`config.mk`:
```
export PLATFORM = sky130hd
export DESIGN_NAME = uart_receiver_flat
export DESIGN_NICKNAME = d
export VERILOG_FILES = /design/src/rtl/uart_pkg.sv /design/src/rtl/uart_receiver_if.sv /design/src/rtl/uart_rx_sync.sv /design/src/rtl/uart_receiver.sv /design/src/flat_wrapper.sv
export SDC_FILE = /design/constraint.sdc
export NUM_CORES = 1
export LEC_CHECK = 0
export CORE_MARGIN = 2
export CORE_UTILIZATION = 57
export CTS_CLUSTER_DIAMETER = 100
export DETAILED_ROUTE_END_ITERATION = 12
export PLACE_DENSITY_LB_ADDON = 0.08
export REMOVE_ABC_BUFFERS = 1
export SYNTH_ARGS = -nofsm -noshare
export SYNTH_HDL_FRONTEND = slang
export SYNTH_HIERARCHICAL = 1
export SYNTH_SLANG_ARGS = --single-unit
```
`constraint.sdc`:
```
create_clock -name clk -period 3.6 [get_ports clk]
set_input_delay 0.36 -clock clk [delete_from_list [all_inputs] [get_ports clk]]
set_output_delay 0.36 -clock clk [all_outputs]
set_load 0.05 [all_outputs]
```
`src/rtl/uart_pkg.sv`:
```
// uart_pkg: shared UART receiver state encoding, frame constants and parity helper
package uart_pkg;
  typedef enum logic [2:0] {RX_IDLE, RX_START, RX_DATA, RX_PARITY, RX_STOP, RX_WAIT_HIGH} rx_state_t;
  localparam int UART_DATA_BITS = 8;
  localparam int UART_FRAME_BITS = 11;
  localparam logic [3:0] BIT_START = 4'd0;
  localparam logic [3:0] BIT_PARITY = 4'd9;
  localparam logic [3:0] BIT_STOP = 4'd10;
  function automatic logic parity_bit(input logic [UART_DATA_BITS-1:0] d, input logic odd);
    return ^d ^ odd;
  endfunction
endpackage

```
`src/rtl/uart_receiver_if.sv`:
```
// uart_receiver_if: serial line and received-byte signals of the UART receiver
interface uart_receiver_if;
  logic rx_in;
  logic [7:0] data_out;
  logic rx_valid;
  logic parity_err;
  logic frame_err;
  logic rx_busy;
  modport master (input rx_in, output data_out, rx_valid, parity_err, frame_err, rx_busy);
  modport slave (output rx_in, input data_out, rx_valid, parity_err, frame_err, rx_busy);
endinterface

```
`src/rtl/uart_rx_sync.sv`:
```
// uart_rx_sync: STAGES-deep synchroniser for the serial line, resets to idle-high
module uart_rx_sync #(
  parameter int STAGES = 2
) (
  input  logic clk,
  input  logic reset,
  input  logic d,
  output logic q
);
  if (STAGES == 0) begin : g_pass
    assign q = d;
  end else begin : g_ff
    logic [STAGES-1:0] ff;
    always_ff @(posedge clk)
      ff <= reset ? '1 : STAGES'({ff, d});
    assign q = ff[STAGES-1];
  end
endmodule

```
`src/rtl/uart_receiver.sv`:
```
// uart_receiver: mid-bit sampling UART receiver (start, 8 data LSB-first, parity, stop)
module uart_receiver
  import uart_pkg::*;
#(
  parameter int CLKS_PER_BIT = 1,
  parameter int SYNC_STAGES = 2,
  parameter int PARITY_ODD = 0
) (
  input logic clk,
  input logic reset,
  uart_receiver_if.master bus
);
  localparam int CW = $clog2(CLKS_PER_BIT) + 1;
  localparam logic [CW-1:0] MID = CW'((CLKS_PER_BIT - 1) / 2);
  localparam logic [CW-1:0] LAST = CW'(CLKS_PER_BIT - 1);
  rx_state_t state, state_n;
  logic rx_s, tick, par, par_n, valid_n, perr_n, ferr_n;
  logic [CW-1:0] cnt, cnt_n, cnt_inc;
  logic [3:0] idx, idx_n;
  logic [UART_DATA_BITS-1:0] shift, shift_n, data_n;
  uart_rx_sync #(.STAGES(SYNC_STAGES)) u_sync (.clk(clk), .reset(reset), .d(bus.rx_in), .q(rx_s));
  assign cnt_inc = cnt == LAST ? '0 : cnt + 1'b1;
  assign tick = cnt == MID;
  assign bus.rx_busy = state != RX_IDLE;
  // with MID==0 the detection cycle is itself the start-bit sample
  always_comb begin
    state_n = state;
    cnt_n = cnt_inc;
    idx_n = idx;
    shift_n = shift;
    par_n = par;
    data_n = bus.data_out;
    valid_n = 1'b0;
    perr_n = bus.parity_err;
    ferr_n = bus.frame_err;
    case (state)
      RX_IDLE: begin
        cnt_n = rx_s ? '0 : cnt_inc;
        idx_n = (!rx_s && MID == '0) ? BIT_START + 4'd1 : BIT_START;
        state_n = rx_s ? RX_IDLE : (MID == '0 ? RX_DATA : RX_START);
      end
      RX_START: if (tick) begin
        state_n = rx_s ? RX_IDLE : RX_DATA;
        cnt_n = rx_s ? '0 : cnt_inc;
        idx_n = idx + 4'd1;
      end
      RX_DATA: if (tick) begin
        shift_n = {rx_s, shift[UART_DATA_BITS-1:1]};
        idx_n = idx + 4'd1;
        state_n = idx == BIT_PARITY - 4'd1 ? RX_PARITY : RX_DATA;
      end
      RX_PARITY: if (tick) begin
        par_n = rx_s;
        idx_n = BIT_STOP;
        state_n = RX_STOP;
      end
      RX_STOP: if (tick) begin
        valid_n = 1'b1;
        data_n = shift;
        perr_n = par != parity_bit(shift, 1'(PARITY_ODD));
        ferr_n = !rx_s;
        cnt_n = '0;
        idx_n = BIT_START;
        state_n = rx_s ? RX_IDLE : RX_WAIT_HIGH;
      end
      RX_WAIT_HIGH: begin
        cnt_n = '0;
        state_n = rx_s ? RX_IDLE : RX_WAIT_HIGH;
      end
      default: state_n = RX_IDLE;
    endcase
  end
  always_ff @(posedge clk) begin
    if (reset) begin
      state <= RX_IDLE;
      cnt <= '0;
      idx <= BIT_START;
      shift <= '0;
      par <= 1'b0;
      bus.data_out <= '0;
      bus.rx_valid <= 1'b0;
      bus.parity_err <= 1'b0;
      bus.frame_err <= 1'b0;
    end else begin
      state <= state_n;
      cnt <= cnt_n;
      idx <= idx_n;
      shift <= shift_n;
      par <= par_n;
      bus.data_out <= data_n;
      bus.rx_valid <= valid_n;
      bus.parity_err <= perr_n;
      bus.frame_err <= ferr_n;
    end
  end
endmodule

```
`src/flat_wrapper.sv`:
```
// flat-port wrapper written by rule: the top's interface ports become plain ports
module uart_receiver_flat import uart_pkg::*;
#(
  parameter int CLKS_PER_BIT = 1,
  parameter int SYNC_STAGES = 2,
  parameter int PARITY_ODD = 0
)
  (clk, reset, bus_rx_in, bus_data_out, bus_rx_valid, bus_parity_err, bus_frame_err, bus_rx_busy);
  uart_receiver_if bus_i ();
  input logic clk;
  input logic reset;
  input wire logic [$bits(bus_i.rx_in)-1:0] bus_rx_in;
  output wire logic [$bits(bus_i.data_out)-1:0] bus_data_out;
  output wire logic [$bits(bus_i.rx_valid)-1:0] bus_rx_valid;
  output wire logic [$bits(bus_i.parity_err)-1:0] bus_parity_err;
  output wire logic [$bits(bus_i.frame_err)-1:0] bus_frame_err;
  output wire logic [$bits(bus_i.rx_busy)-1:0] bus_rx_busy;
  assign bus_i.rx_in = bus_rx_in;
  assign bus_data_out = bus_i.data_out;
  assign bus_rx_valid = bus_i.rx_valid;
  assign bus_parity_err = bus_i.parity_err;
  assign bus_frame_err = bus_i.frame_err;
  assign bus_rx_busy = bus_i.rx_busy;
  uart_receiver #(.CLKS_PER_BIT(CLKS_PER_BIT), .SYNC_STAGES(SYNC_STAGES), .PARITY_ODD(PARITY_ODD)) u_core (.clk(clk), .reset(reset), .bus(bus_i));
endmodule
```
==> results of run 1 <==
==> synthesized netlist by cell type, types with 2 or more instances <==
cell type	count	area, µm²
clkbuf_1	2	7.510
inv_1	2	7.510
nor2_1	18	67.56
a2111oi_0	2	17.52
mux2i_1	10	100.1
inv_2	2	7.510
a21oi_1	13	65.06
dfxtp_1	29	580.6
xor2_1	2	17.52
nor3_2	2	20.02
xnor2_1	4	35.03
nand2_1	21	78.83
nand3b_1	2	15.01
ha_1	2	25.02
buf_6	3	33.78
or2_1	2	12.51
==> area by class of cell <==
cell class                 count  share of cell area [%]
multi-input combinational     92                   42.04
sequential                    29                   40.81
timing repair buffer          14                   9.850
clock buffer                   7                   3.870
tap                           27                   2.375
inverter                       4                   1.055
==> sequential cells by signal, summed over array words and instances, names as in the netlist <==
name	flops
u_core/bus.data_out	8
u_core/bus.frame_err	1
u_core/bus.parity_err	1
u_core/bus.rx_valid	1
u_core/idx	4
u_core/par	1
u_core/shift	8
u_core/state	3
u_core/u_sync/g_ff.ff	2
==> metrics by stage <==
step	setup slack, ps	power [µW]	hold slack (ps)	std cells
floorplan	1944	350.2	383.2	125
global placement	1653	360.5	392.3	166
detailed placement	1556	361.3	393.7	166
CTS	1281	551.7	413.7	173
global route	1220	571.5	424.5	173
finish	1300	544.5	408.3	173
==> cell families after synthesis <==
| group | Yosys count | share of synthesized area [%] |
|---|---|---|
| and+or+nand+nor | 54 | 22.00 |
| muxes | 10 | 8.000 |
| buffers and inverters | 12 | 5.800 |
| adders and majority gates | 2 | 2.000 |
| xor gates and xnor gates | 7 | 6.000 |
| AOI/OAI and AO/OA | 19 | 9.799 |
| DFF | 29 | 46.40 |
==> worst paths after layout <==
| path | to | slack, ps | depth (start not counted) | from |
|---|---|---|---|---|
| worst min register to register | u_core/u_sync/g_ff.ff[1] | 410 | 1 | u_core/u_sync/g_ff.ff[0] |
| worst max register to register | u_core/state[0] | 1580 | 4 | u_core/state[1] |
| worst min-delay path | u_core/u_sync/g_ff.ff[1] | 410 | 1 | u_core/u_sync/g_ff.ff[0] |
| worst max-delay path | bus_rx_busy | 1300 | 3 | u_core/state[1] |
==> routing by layer <==
layer	track usage, %	vias to the layer above	part of all wire, %
met5	0	-	0
met4	8.108	0	1.3
met1	25.61	410	49
met3	5.263	5	3.1
li1	-	470	-
met2	29.82	15	47
==> where the power goes <==
group          internal [µW]  switching [µW]  total [µW]
logic                   10.9            14.8        25.7
clock network           92.0            98.7         191
registers                324            4.50         328
total                    427             118         545
==> summary.md, run 1 <==
| Metric | Value |
|---|---|
| CP cell instances | nor2_1 -> nand2_1 -> clkdlybuf4s50_1 |
| Headroom to the max-slew limit | 28.95% |
| Top FF cell, synth | dfxtp_1 |
| Final Wtd Congestion | between 0.7 and 0.8 |
| Worst vdd ir | 0.0002938 V |
| Post-route core utilization | 70.36% |
| Largest fanout on the critical path | 10 |
| All-layer global routing usage | around a fifth |
| H-tree depth | 2 |
| Post-CTS resize count | 0 |
| Via count | 900 |
| RSZ-0062 raised after global routing | no |
| Required time worst endpoint | approximately 3200 ps |
| CTS clk-pin slew, worst paths | 80 ps |
| Critical path's largest stage delay | 800 ps |
| Syn Inst Count | 133 |
| I/O Pins | 15 |
| Slowest cell on crit path | clkdlybuf4s50_1 |
| Commonest non-fill, non-tap cell in the layout | dfxtp_1 |
| Cell Area, Synth | 1251 µm² |
| Slew @ Worst Pin | ~1100 ps |
| Distinct cells, synth | 33 |
| Fmax | 434.8 MHz |
| Drt total wl | 2.109 mm |
| Multi-input logic area | 598.1 µm² |
| Die Wd | about 51 µm |
| Status | finished clean |
| Nets | 151 |
| Inserted Diodes | 0 |
| Drt initial violations | 15 |
| Chip height | 50.85 µm |
| Final hold vios | 0 |
| Sequential share of the synthesized area | around 46% |
| Most frequent cells in the layout | dfxtp_1, nand2_1, nor2_1 |
| Number of synthesized flops with an enable pin | 0 |
| Slew Viols, Final | 0 |
| Final Skew | 2.458 ps |
| Sequential cell area | 580.6 µm² |
| DR DRC count | 0 |
| Setup_tns | 0 ps |
| Post-Syn Area per Cell | ~9.4 µm² |
| Routed Antenna Nets | 0 |
| Dominant delay contributor by cell family on the critical path | buffers and inverters |
| Num Clock Sinks | 29 |
| Tmin final | 2300 ps |
| Antenna violations before repair | 0 |
| Power Density | between 300 and 400 nW/µm² |
| Avg WL per Cell | 12.19 µm |
| CP bufs+invs | 1 |
| Post-synth ARST share | 0% |
| Fillers | between 150 and 200 |
| Arrival @ worst endpoint | between 1500 and 2000 ps |
| Vias in the first global route | 823 |
| Worst Hold Class | reg -> reg |
| First-pass GRT wire length | 3.684 mm |
| Core region area | 2022 µm² |
| Final setup viols | 0 |
| Synthesized flop and latch total | 29 |
| DP HPWL | 1.450 mm |
| Port bufs | 14 |
| CTS tree | yes |
| Clock root buffer | clkbuf_4 |
| Fin crit share | 63.89% |
| Critical path type | reg -> out |
| Num rows | 16 |
| Area delta synth->final | 13.70% |
| CTS Buf Count | 5 |
| Skew-Pair Late Insertion Delay | roughly 310 ps |
| Clock Tree Buf Depth | 2 |
| Lkg Pwr | 0.0005110 µW |
| Die area | 2586 µm² |
| CP startpoint kind | flop |
| Post-Layout Inst Area | 1423 µm² |
| Worst Setup End Kind | output port |
| Total setup buffers inserted after CTS | 0 |
| CTS Hold Bufs | 0 |
| Pin count of the biggest net entering global routing | 30 |
| Warnings, synthesis | 6 |
| Area of placed instances | 1368 µm² |
| Maxcap violations | 0 |
| Global route overflow | 0 |
| Initial Util | around three fifths |
| Share of cells above drive strength 1 | 10.27% |
| Via-per-instance ratio | 5.202 |
| DRT Pass-1 Iters | 4 |
No activity file was read; power rests on OpenSTA's default activity.
==> run 2: changes to the inputs <==
--- a/config.mk
+++ b/config.mk
@@ -6,7 +6,7 @@
 export NUM_CORES = 1
 export LEC_CHECK = 0
 export CORE_MARGIN = 2
-export CORE_UTILIZATION = 57
+export CORE_UTILIZATION = 48
 export CTS_CLUSTER_DIAMETER = 100
 export DETAILED_ROUTE_END_ITERATION = 12
 export PLACE_DENSITY_LB_ADDON = 0.08
==> constraint.sdc (replaced) <==
create_clock -name clk -period 1.95 [get_ports clk]
set_input_delay 0.195 -clock clk [delete_from_list [all_inputs] [get_ports clk]]
set_output_delay 0.195 -clock clk [all_outputs]
set_load 0.05 [all_outputs]
==> summary.md, run 2 (same netlist as run 1, synthesis figures left out) <==
| Metric | Value |
|---|---|
| Worst Hold Class | in -> reg |
| Commonest non-fill, non-tap cell in the layout | dfxtp_1 |
| Final hold vios | 0 (unchanged) |
| Inserted Diodes | 0 (unchanged) |
| Largest regs | u_core/bus.data_out x8, u_core/shift x8, u_core/idx x4 |
| Maxcap violations | 0 (unchanged) |
| Critical path's largest stage delay | 810 ps (about the same) |
| CTS Hold Bufs | 0 (unchanged) |
| Tmin final | between 1500 and 2000 ps |
| Slew Viols, Final | 0 (unchanged) |
| Placement Setup Slack | 439.6 ps (-1116 ps) |
| H-tree depth | 2 (unchanged) |
| Final setup viols | 0 (unchanged) |
| DP HPWL | 1.520 mm (+4.8%) |
| Critical path type | reg -> out |
| Clock Tree Buf Depth | 2 (unchanged) |
| Via count | 922 (+2.4%) |
| Skew-Pair Late Insertion Delay | 330 ps (+20 ps) |
| Drt total wl | 2.210 mm (+4.8%) |
| CTS Buf Count | 5 (unchanged) |
| Fmax | 596.3 MHz |
| Post-CTS resize count | 0 (unchanged) |
| Routed Antenna Nets | 0 (unchanged) |
| Initial Util | 50.51% (-11 points) |
| Most frequent cells in the layout | dfxtp_1, nand2_1, nor2_1 |
| Worst Setup End Kind | output port |
| Via-per-instance ratio | 5.122 (-1.5%) |
| Final Skew | 8.065 ps (+5.606 ps) |
| Antenna violations before repair | 0 (unchanged) |
| CTS tree | yes |
| Share of cells above drive strength 1 | 13.33% (+3.1 points) |
| Placed cell count | 172 (+3.6%) |
| Avg WL per Cell | 12.28 µm (+0.71%) |
| First-pass GRT wire length | 3.539 mm (-3.9%) |
| Num rows | 18 (+2) |
| Largest fanout on the critical path | 2 (-8) |
| CP startpoint kind | flop |
| Area of placed instances | 1391 µm² (+1.7%) |
| Arrival @ worst endpoint | 1480 ps (-460 ps) |
| Core region area | 2477 µm² (+23%) |
| Post-route core utilization | 58.23% (-12 points) |
| Final Worst Setup Slack | 273.0 ps (-1027 ps) |
| Num Clock Sinks | 29 (unchanged) |
| Area delta synth->final | 15.30% |
| Slew @ Worst Pin | 535.7 ps (-524.3 ps) |
| Status | finished clean |
| Vias in the first global route | 819 (-0.49%) |
| Nets | 154 (+2.0%) |
| Post-Layout Inst Area | 1443 µm² (+1.4%) |
| Global route overflow | 0 (unchanged) |
| Setup_tns | 0 ps (unchanged) |
| Port bufs | 14 (unchanged) |
| CTS clk-pin slew, worst paths | 90 ps (about the same) |
| All-layer global routing usage | 17.47% (-1.9 points) |
| Power Density | 693.2 nW/µm² (+81%) |
| Chip height | 55.06 µm (+8.3%) |
| Total setup buffers inserted after CTS | 0 (unchanged) |
| Lkg Pwr | 0.0005284 µW (+3.4%) |
| CP bufs+invs | 1 (unchanged) |
| RSZ-0062 raised after global routing | no |
| Worst vdd ir | 0.0005936 V (+100%) |
| Final Wtd Congestion | 0.8317 (+10%) |
| CP cell instances | clkdlybuf4s50_1 |
| Headroom to the max-slew limit | 64.09% (+35 points) |
| Required time worst endpoint | 1750 ps (-1490 ps) |
| Drt initial violations | 12 (-3) |
| Slowest cell on crit path | clkdlybuf4s50_1 |
| Fillers | 230 (+39%) |
| Fin crit share | 86.00% |
| DR DRC count | 0 (unchanged) |
| Post-route insts no fill | 180 (+4.0%) |
| Pin count of the biggest net entering global routing | 16 (-47%) |
| DRT Pass-1 Iters | 4 (unchanged) |
| Die Wd | 55.06 µm (+8.3%) |
| I/O Pins | 15 (unchanged) |
| Dominant delay contributor by cell family on the critical path | buffers and inverters |
| Clock root buffer | clkbuf_4 |
| Die area | 3031 µm² (+17%) |
==> run 2: layout make-up <==
class / count / area (µm²) / area share [%]
Tap cell: 30 / 37.54 / 2.602
Timing Repair Buffer: 17 / 160.2 / 11.10
Inverter: 4 / 15.01 / 1.041
Multi-Input combinational cell: 92 / 598.1 / 41.46
Sequential cell: 29 / 580.6 / 40.24
Clock buffer: 6 / 41.29 / 2.862
Clock inverter: 2 / 10.01 / 0.6938
==> run 2: final timing paths <==
check | from | end | slack [ps] | cells after the start
max | u_core/bus.data_out[7] | bus_data_out[7] | 270 | 1
min | bus_rx_in | u_core/u_sync/g_ff.ff[0] | 420 | 2
max reg2reg | u_core/state[1] | u_core/shift[7] | 410 | 5
min reg2reg | u_core/u_sync/g_ff.ff[0] | u_core/u_sync/g_ff.ff[1] | 420 | 1
==> run 2: metal layers <==
layer  routed length [µm]  track usage, %  vias to the layer above
met1                 1070           21.70                      413
met3                  136           8.065                        7
met5                    0               0                        -
met4                   50           8.537                        0
met2                  952           25.40                       26
li1                     -               -                      476
==> run 2: power breakdown <==
| group | internal, µW | total [µW] | switching (µW) |
|---|---|---|---|
| Sequential | 597 | 605 | 7.96 |
| Clock | 137 | 343 | 206 |
| Combinational | 23.3 | 51.6 | 28.3 |
==> run 2: per-stage QoR <==
| step | hold slack (ps) | power, µW |
|---|---|---|
| floorplan | 261.2 | 646.5 |
| detailed placement | 397.5 | 670.6 |
| global route | 421.2 | 1040 |
| finish | 419.5 | 1000 |
| global placement | 387.8 | 670.2 |
| CTS | 403.6 | 1012 |
==> run 3: changes to the inputs <==
--- a/config.mk
+++ b/config.mk
@@ -6,7 +6,7 @@
 export NUM_CORES = 1
 export LEC_CHECK = 0
 export CORE_MARGIN = 2
-export CORE_UTILIZATION = 48
+export CORE_UTILIZATION = 53
 export CTS_CLUSTER_DIAMETER = 100
 export DETAILED_ROUTE_END_ITERATION = 12
 export PLACE_DENSITY_LB_ADDON = 0.08
==> constraint.sdc (replaced) <==
create_clock -name clk -period 1.9 [get_ports clk]
set_input_delay 0.19 -clock clk [delete_from_list [all_inputs] [get_ports clk]]
set_output_delay 0.19 -clock clk [all_outputs]
set_load 0.05 [all_outputs]
==> summary.md, run 3 (same netlist as run 1, synthesis figures left out) <==
| Metric | Value |
|---|---|
| Slew Viols, Final | 0 (unchanged) |
| All-layer global routing usage | 19.30% (+1.8 points) |
| Final Skew | 10.03 ps (+1.965 ps) |
| Arrival @ worst endpoint | 1460 ps (-20 ps) |
| Commonest non-fill, non-tap cell in the layout | dfxtp_1 |
| Worst vdd ir | 0.0004931 V (-17%) |
| Switching pwr | 234.7 µW (-3.1%) |
| Pin count of the biggest net entering global routing | 29 (+13) |
| CP bufs+invs | 1 (unchanged) |
| Required time worst endpoint | 1710 ps (-40 ps) |
| Skew-Pair Late Insertion Delay | 320 ps (about the same) |
| Sequential share of power | 60.9% (+0.4 points) |
| Initial Util | 56.56% (+6.1 points) |
| Placed cell count | 169 (-1.7%) |
| Die area | 2765 µm² (-8.8%) |
| CP cell instances | clkdlybuf4s50_1 |
| Chip height | 52.59 µm (-4.5%) |
| Routed Antenna Nets | 0 (unchanged) |
| Most frequent cells in the layout | dfxtp_1, nand2_1, nor2_1 |
| Highest routed layer | met4 |
| Area delta synth->final | 15.30% (unchanged) |
| Post-route insts no fill | 177 (-1.7%) |
| Internal power | 785.7 µW (+3.7%) |
| Fillers | 192 (-17%) |
| Port bufs | 14 (unchanged) |
| Avg WL per Cell | 12.16 µm (-0.93%) |
| Final setup viols | 0 (unchanged) |
| CTS clk-pin slew, worst paths | 80 ps (about the same) |
| Fin crit share | 86.75% |
| Drt initial violations | 4 (-8) |
| Status | finished clean |
| Dominant delay contributor by cell family on the critical path | buffers and inverters |
| Met2 wire length | 943 µm (-0.95%) |
| Lkg Pwr | 0.0005227 µW (-1.1%) |
| Antenna violations before repair | 0 (unchanged) |
| Headroom to the max-slew limit | 66.22% (+2.1 points) |
| Via-per-instance ratio | 5.141 (+0.37%) |
| Clock Tree Buf Depth | 2 (unchanged) |
| CP startpoint kind | flop |
| DR DRC count | 0 (unchanged) |
| Share of cells above drive strength 1 | 11.41% (-1.9 points) |
| Met3 wire length | 78 µm (-43%) |
| Core region area | 2212 µm² (-11%) |
| Num rows | 17 (-1) |
| Slowest cell on crit path | clkdlybuf4s50_1 |
| Critical path type | reg -> out |
| DP HPWL | 1.446 mm (-4.9%) |
| Power Density | 707.3 nW/µm² (+2.0%) |
| Setup_tns | 0 ps (unchanged) |
| Worst Hold Class | reg -> reg |
| Num Clock Sinks | 29 (unchanged) |
| Vias in the first global route | 890 (+8.7%) |
| First-pass GRT wire length | 3.795 mm (+7.2%) |
| RSZ-0062 raised after global routing | no |
| Comb power frac | 5.3% (about the same) |
| Total setup buffers inserted after CTS | 0 (unchanged) |
| Largest regs | u_core/bus.data_out x8, u_core/shift x8, u_core/idx x4 |
| Largest fanout on the critical path | 2 (unchanged) |
| CTS Buf Count | 5 (unchanged) |
| Inserted Diodes | 0 (unchanged) |
| Nets | 153 (-0.65%) |
| Tmin final | 1648 ps |
| I/O Pins | 15 (unchanged) |
| Clock group share of total power | 33.8% (-0.5 points) |
| Die Wd | 52.59 µm (-4.5%) |
| Worst Setup End Kind | output port |
| H-tree depth | 2 (unchanged) |
| Clock root buffer | clkbuf_4 |
| DRT Pass-1 Iters | 3 (-1) |
| Slew @ Worst Pin | 504.0 ps (-31.78 ps) |
| Post-CTS resize count | 0 (unchanged) |
| Final hold vios | 0 (unchanged) |
| CTS Hold Bufs | 0 (unchanged) |
| Critical path's largest stage delay | 800 ps (about the same) |
| M1 WL | 1.077 mm (+0.65%) |
| Maxcap violations | 0 (unchanged) |
| CTS tree | yes |
| Via count | 910 (-1.3%) |
| Global route overflow | 0 (unchanged) |
| Fmax | about 600 MHz |
| Drt total wl | 2.153 mm (-2.6%) |
| Final Wtd Congestion | 0.8075 (-2.9%) |
| Sw Ratio | 23.00% (-1.2 points) |
run 3: changes by cell type in the layout (fill, tap and decap cells not counted):
cell	change
clkbuf_1	+2
buf_12	+1
clkinv_2	-2
buf_4	-2
run 3: per-layer routing:
metal,GRT usage (%),vias to the layer above
met2,28.54,16
met4,10.26,0
met1,24.82,411
met3,6.286,7
li1,-,476
met5,0,-
run 3: final cells by class:
class | instances | area (µm²) | area share, %
well taps | 28 | 35.03 | 2.428
inverters | 4 | 15.01 | 1.041
multi-input cells | 92 | 598.1 | 41.46
clock buffers | 8 | 48.80 | 3.382
repair buffers | 16 | 165.2 | 11.45
flip-flops and latches | 29 | 580.6 | 40.24
run 3: power by group through the flow:
stage | clock network [µW] | registers (µW) | logic (µW)
6_report | 345 | 622 | 54.3
5_1_grt | 389 | 623 | 59.8
4_1_cts | 357 | 621 | 54.8
3_5_place_dp | 0 | 636 | 54.3
3_3_place_gp | 0 | 635 | 53.7
2_1_floorplan | 0 | 634 | 29.9
run 3: through the flow:
stage	hold slack (ps)	instance area, µm²	power, µW	setup slack [ps]	util, %
final	411.0	1443	1020	251.7	65.21
after global routing	437.3	1443	1072	183.3	65.21
after CTS	415.0	1443	1033	232.7	65.21
after detailed placement	394.7	1394	690.1	389.4	63.01
after global placement	384.6	1394	689.0	435.3	63.01
after floorplan	256.2	1194	663.5	244.3	-
run 3: path summary, 6_finish.rpt:
path                                  from                       end  slack (ps)  cells after the start
setup / recovery    u_core/bus.data_out[2]           bus_data_out[2]         250                      1
hold / removal    u_core/u_sync/g_ff.ff[0]  u_core/u_sync/g_ff.ff[1]         410                      1
setup reg to reg           u_core/state[1]           u_core/shift[7]         390                      5
hold reg to reg   u_core/u_sync/g_ff.ff[0]  u_core/u_sync/g_ff.ff[1]         410                      1
